[config.mk]
export PLATFORM = sky130hd
export DESIGN_NAME = alu_seq
export DESIGN_NICKNAME = d
export VERILOG_FILES = /design/src/rtl/alu_seq.sv
export SDC_FILE = /design/constraint.sdc
export NUM_CORES = 1
export LEC_CHECK = 0
export ABC_AREA = 1
export ABC_CLOCK_PERIOD_IN_PS = 5700
export CAP_MARGIN = 20
export CELL_PAD_IN_SITES_DETAIL_PLACEMENT = 1
export CELL_PAD_IN_SITES_GLOBAL_PLACEMENT = 1
export CORE_MARGIN = 5
export CORE_UTILIZATION = 44
export DETAILED_ROUTE_END_ITERATION = 6
export HOLD_SLACK_MARGIN = 0.05
export PLACE_DENSITY_LB_ADDON = 0.12
export SLEW_MARGIN = 20
export SYNTH_ARGS = -nofsm -noshare
export SYNTH_HDL_FRONTEND = slang
export SYNTH_SLANG_ARGS = --single-unit
[constraint.sdc]
create_clock -name clk -period 5.7 [get_ports clk]
set_input_delay 1.14 -clock clk [delete_from_list [all_inputs] [get_ports clk]]
set_output_delay 1.14 -clock clk [all_outputs]
set_load 0.005 [all_outputs]
[src/rtl/alu_seq.sv]
// alu_seq: multi-cycle ALU for the 6502-style datapath.
// Binary/BCD add and subtract one nibble per cycle, and shifts/rotates one bit
// per cycle. Logic ops and PASS finish in a single cycle. Valid/ready handshake
// on both sides; the result and N/V/Z/C flags are held until the consumer takes them.
module alu_seq #(
  parameter int WIDTH = 8,
  parameter int SHW   = $clog2(WIDTH) + 1
) (
  input  logic             clk,
  input  logic             rst,
  input  logic             in_valid,
  output logic             in_ready,
  input  logic [3:0]       op,
  input  logic [WIDTH-1:0] a,
  input  logic [WIDTH-1:0] b,
  input  logic             ci,
  input  logic             si,
  input  logic             dec,
  input  logic [SHW-1:0]   shamt,
  output logic             out_valid,
  input  logic             out_ready,
  output logic [WIDTH-1:0] f,
  output logic             c,
  output logic             v,
  output logic             z,
  output logic             n
);

  typedef enum logic [1:0] {IDLE, ARITH, SHIFT, DONE} state_t;

  localparam logic [3:0] OP_ADD = 4'd0;
  localparam logic [3:0] OP_SUB = 4'd1;
  localparam logic [3:0] OP_AND = 4'd2;
  localparam logic [3:0] OP_OR  = 4'd3;
  localparam logic [3:0] OP_XOR = 4'd4;
  localparam logic [3:0] OP_SHL = 4'd5;
  localparam logic [3:0] OP_SHR = 4'd6;
  localparam logic [3:0] OP_ROL = 4'd7;
  localparam logic [3:0] OP_ROR = 4'd8;

  localparam logic [SHW-1:0] SH_MAX  = SHW'(WIDTH);
  localparam logic [SHW-1:0] NIBBLES = SHW'(WIDTH / 4);

  state_t state, state_nxt;

  // Captured request; a_q/b_q shift right a nibble per ARITH step, res_q
  // collects result nibbles from the top (ARITH) or is the shift register (SHIFT).
  logic [3:0]       op_q;
  logic [WIDTH-1:0] a_q, b_q, res_q;
  logic             cy_q, si_q, dec_q, a_msb_q, b_msb_q;
  logic [SHW-1:0]   cnt_q;

  logic             is_arith, is_shift;
  logic [SHW-1:0]   shamt_cl;
  logic [WIDTH-1:0] quick_f;
  logic [3:0]       b_nib, nib_digit;
  logic [4:0]       nib_sum;
  logic             nib_carry, arith_v;
  logic [WIDTH-1:0] arith_res, sh_res;
  logic             sh_c;

  assign in_ready  = (state == IDLE);
  assign out_valid = (state == DONE);
  assign is_arith  = (op == OP_ADD) || (op == OP_SUB);
  assign is_shift  = (op >= OP_SHL) && (op <= OP_ROR);
  assign shamt_cl  = (shamt > SH_MAX) ? SH_MAX : shamt;

  // State register; reset abandons any operation in flight.
  always_ff @(posedge clk or posedge rst) begin
    if (rst) state <= IDLE;
    else     state <= state_nxt;
  end

  // Next-state: arithmetic and non-zero shifts go multi-cycle, all else straight to DONE.
  always_comb begin
    state_nxt = state;
    case (state)
      IDLE: begin
        if (in_valid) begin
          if (is_arith)                       state_nxt = ARITH;
          else if (is_shift && (shamt != '0)) state_nxt = SHIFT;
          else                                state_nxt = DONE;
        end
      end
      ARITH:   if (cnt_q == SHW'(1)) state_nxt = DONE;
      SHIFT:   if (cnt_q == SHW'(1)) state_nxt = DONE;
      DONE:    if (out_ready)        state_nxt = IDLE;
      default: state_nxt = IDLE;
    endcase
  end

  // Single-cycle result for logic ops, PASS and zero-length shifts.
  always_comb begin
    case (op)
      OP_AND:  quick_f = a & b;
      OP_OR:   quick_f = a | b;
      OP_XOR:  quick_f = a ^ b;
      default: quick_f = a;
    endcase
  end

  // One nibble of add/subtract with BCD correction; the SUB digit is fixed up when the nibble borrows.
  always_comb begin
    b_nib     = (op_q == OP_SUB) ? ~b_q[3:0] : b_q[3:0];
    nib_sum   = {1'b0, a_q[3:0]} + {1'b0, b_nib} + {4'b0000, cy_q};
    nib_digit = nib_sum[3:0];
    nib_carry = nib_sum[4];
    if (dec_q) begin
      if (op_q == OP_SUB) begin
        if (!nib_sum[4]) nib_digit = nib_sum[3:0] - 4'd6;
      end else if (nib_sum > 5'd9) begin
        nib_digit = nib_sum[3:0] + 4'd6;
        nib_carry = 1'b1;
      end
    end
    arith_res = {nib_digit, res_q[WIDTH-1:4]};
    arith_v   = !dec_q && (a_msb_q == (b_msb_q ^ (op_q == OP_SUB))) && (nib_digit[3] != a_msb_q);
  end

  // One bit of shift or rotate; rotates run through the carry as a WIDTH+1 bit ring.
  always_comb begin
    case (op_q)
      OP_SHL: begin
        sh_res = {res_q[WIDTH-2:0], si_q};
        sh_c   = res_q[WIDTH-1];
      end
      OP_SHR: begin
        sh_res = {si_q, res_q[WIDTH-1:1]};
        sh_c   = res_q[0];
      end
      OP_ROL: begin
        sh_res = {res_q[WIDTH-2:0], cy_q};
        sh_c   = res_q[WIDTH-1];
      end
      default: begin
        sh_res = {cy_q, res_q[WIDTH-1:1]};
        sh_c   = res_q[0];
      end
    endcase
  end

  // Datapath: capture on acceptance, step ARITH/SHIFT, publish result and flags on entry to DONE.
  always_ff @(posedge clk or posedge rst) begin
    if (rst) begin
      op_q    <= '0;
      a_q     <= '0;
      b_q     <= '0;
      res_q   <= '0;
      cy_q    <= 1'b0;
      si_q    <= 1'b0;
      dec_q   <= 1'b0;
      a_msb_q <= 1'b0;
      b_msb_q <= 1'b0;
      cnt_q   <= '0;
      f       <= '0;
      c       <= 1'b0;
      v       <= 1'b0;
      z       <= 1'b0;
      n       <= 1'b0;
    end else begin
      case (state)
        IDLE: begin
          if (in_valid) begin
            op_q    <= op;
            a_q     <= a;
            b_q     <= b;
            res_q   <= a;
            cy_q    <= ci;
            si_q    <= si;
            dec_q   <= dec;
            a_msb_q <= a[WIDTH-1];
            b_msb_q <= b[WIDTH-1];
            cnt_q   <= is_arith ? NIBBLES : shamt_cl;
            if (state_nxt == DONE) begin
              f <= quick_f;
              c <= ci;
              v <= 1'b0;
              z <= (quick_f == '0);
              n <= quick_f[WIDTH-1];
            end
          end
        end
        ARITH: begin
          a_q   <= a_q >> 4;
          b_q   <= b_q >> 4;
          res_q <= arith_res;
          cy_q  <= nib_carry;
          cnt_q <= cnt_q - SHW'(1);
          if (cnt_q == SHW'(1)) begin
            f <= arith_res;
            c <= nib_carry;
            v <= arith_v;
            z <= (arith_res == '0);
            n <= arith_res[WIDTH-1];
          end
        end
        SHIFT: begin
          res_q <= sh_res;
          cy_q  <= sh_c;
          cnt_q <= cnt_q - SHW'(1);
          if (cnt_q == SHW'(1)) begin
            f <= sh_res;
            c <= sh_c;
            v <= 1'b0;
            z <= (sh_res == '0);
            n <= sh_res[WIDTH-1];
          end
        end
        default: ;
      endcase
    end
  end

endmodule

==> results.cfg <==
[run_status]
status = finished clean

[logic_synthesis]
ys_ff_latch = 50
ys_seq_area_share_pct = 34.4
synth_nets = 577
synth_top_cell_by_area = dfrtp_1
async_flop_share_pct = 100
syn_avg_cell_area_um2 = 7.06
synth_top_area_share_pct = 34.4
synth_cell_types = 36
synth_area_leaders = dfrtp_1 34%, nand2_1 13%, ha_1 9.6%
synthesis.area_um2 = 3640
yosysWarnings = 0
netlist_instances = 516
synth_edf_count = 0
synth_ff_type = dfrtp_1

[clock_tree]
cts_buffer_depth = 2
cts_sinks = 50
clock_latency_ps = 310
cts_tree = built
cts_setup_buffers = 0
htreeDepth = 2
root_buffer = clkbuf_8
ctsHoldBuffers = 0
cts.repair.resized = 0
path_clk_slew_ps = 100
cts_made_buffers = 5

[grt]
grt_pass1_vias = 3774
track_usage_pct = 23.9
grt_pass1_wl_um = 19200
grt_max_degree = 51
antenna_found_initial = 0
overflow = 0

[floorplanning]
dieArea_um2 = 10200
chipWidth_um = 101
rows = 33
io_pins = 45
core-area_um2 = 8130
start_util_pct = 44.8
die_h_um = 101

[timing]
whs_ps = 489
rsz0062_at_grt = no
max_slew.worst_pin.slew_ps = 753
fin_crit_ps = 3450
fin_crit_sh_pct = 60.5
slew_headroom_pct = 49.8
timing.fmax_mhz = 290
slew_viol_final = 0
setup_tns_ps = 0
finalSetupViolations = 0
hold_viol_final = 0
final.setup_skew_ps = 10.1
worst_slack_ps = 2250

[job]
cap_violations = 0

[power_and_ir_drop]
p_int_mw = 1.33
ir_drop_uv = 351
power_frac_clock_pct = 9.3
swShare_pct = 53.4
power_switching_mw = 1.52
p_per_area_nw_per_um2 = 664
cellLeakagePower_nw = 2.11
share_comb_of_total_power_pct = 67.7
seq_power_share_pct = 23.0

[drt]
via_per_inst = 5.40
ant_nets = 0
wire_per_inst_um = 17.3
drc_errors = 0
wl_um = 11500
drtIter0Drc = 167
drtPass1Iterations = 4
route.vias.total = 3577

[layout]
final.fill_count = 1071
fin_nets = 618
final_util_pct = 52.6
diodes = 0
area_growth_syn_to_layout_pct = 17.6
drive_gt1_share_pct = 5.73
final_cells = 663

[critical_path]
crit_family = adder cells
critPathMostFrequentCell = inv_1
worstReg2RegStart = op_q[1]
cp.arrival_ps = 3640
worstSetupPathType = register to register
crit_chain = nor2_4, nand3_4, xor2_1, fa_1, inv_1, fa_1, inv_1, ha_1, inv_1, o21ai_0, nand2_1, inv_1, nand2_1, nand3_1, nand3_1, nand2_1, nor2_2, o21ai_2, a21oi_1
worstSetupStartpointType = register
worst_setup_path_end_kind = register
crit_path_max_fanout = 8
critPathMaxStageDelay_ps = 500
regToRegSetupSlack_ps = 2250
cp.required_ps = 5890
cp_num_buf_inv = 4
cp-startpoint = op_q[1]
cp_slowest_cell = fa_1

[hold_path]
hp-class = register to register
hp-start = f[2]

[place]
place_congestion = 0.903
place_inst = 655
portBuffers = 44
hpwl_um = 9110
place_ws_ps = 2270
==> layout make-up <==
cell class	count	area, µm²	area share [%]
clock buffers	6	72.6	1.69
clock inverters	2	37.5	0.877
well taps	105	131	3.07
multi-input cells	365	2000	46.6
inverters	88	330	7.71
repair buffers	47	463	10.8
flip-flops and latches	50	1250	29.2
==> sequential cells by signal (all words and copies together), names as in the netlist <==
| signal | flops |
|---|---|
| b_q | 8 |
| op_q | 4 |
| c | 1 |
| cy_q | 1 |
| state | 2 |
| z | 1 |
| a_q | 8 |
| f | 8 |
| a_msb_q | 1 |
| res_q | 8 |
| si_q | 1 |
| dec_q | 1 |
| cnt_q | 4 |
| v | 1 |
| b_msb_q | 1 |
==> synth_stat cells (4+ instances only) <==
cell type	n
nand2_1	127
inv_1	78
dfrtp_1	50
nor2_1	44
o21ai_0	34
a21oi_1	32
ha_1	28
nand3_1	28
o22ai_1	17
inv_2	9
xor2_1	7
clkbuf_1	6
a22oi_1	5
a31oi_1	5
nor3_1	5
o211ai_1	5
o21ai_1	5
nand4_1	4
nor2_2	4
==> power groups by stage <==
stage / Clock [mW] / Sequential [mW] / Combinational, mW
2_1_floorplan: 0 / 0.624 / 1.37
3_3_place_gp: 0 / 0.653 / 1.86
3_5_place_dp: 0 / 0.661 / 1.93
4_1_cts: 0.267 / 0.655 / 1.94
5_1_grt: 0.283 / 0.676 / 2.18
6_report: 0.264 / 0.654 / 1.92
==> worst paths after layout <==
path | end | cells after the start
min in group asynchronous | v | 3
worst max-delay path | res_q[7] | 19
worst min register to register | f[2] | 2
worst min-delay path | f[2] | 2
max in group asynchronous | b_q[0] | 3
worst max register to register | res_q[7] | 19
==> layout by cell type, fill, tap and decap left out, types with 10 or more instances in the layout <==
master	count
nand2_1	127
inv_1	77
dfrtp_1	50
nor2_1	44
clkdlybuf4s50_1	44
o21ai_0	34
a21oi_1	32
nand3_1	28
ha_1	28
o22ai_1	17
inv_2	10
==> cells by family after synthesis <==
logic type,Yosys count,share of synthesized area (%)
compound gates,109,17.2
xor+xnor,7,1.68
simple gates,219,25.2
flops,50,34.4
fa+ha+maj,30,10.7
buf+inv,101,10.8
==> routing by layer <==
metal / wire length, µm / GRT usage (%)
met5: 0 / 0
met4: 169 / 6.65
met3: 443 / 2.35
met2: 5690 / 41.9
met1: 5180 / 31.4
==> metrics by stage <==
stage               area (µm²)  power [mW]
floorplan                 3640        2.00
global placement          4170        2.51
detailed placement        4170        2.59
CTS                       4280        2.86
global route              4280        3.14
finish                    4280        2.84
==> worst reg2reg max path, cell delays in order (launching register included) <==
cell,delay (ps)
dfrtp_1,460
nor2_4,160
nand3_4,140
xor2_1,190
fa_1,360
inv_1,110
fa_1,500
inv_1,150
ha_1,160
inv_1,40
o21ai_0,150
nand2_1,70
inv_1,50
nand2_1,70
nand3_1,150
nand3_1,90
nand2_1,140
nor2_2,50
o21ai_2,200
a21oi_1,90
No activity file was read; power rests on OpenSTA's default activity.
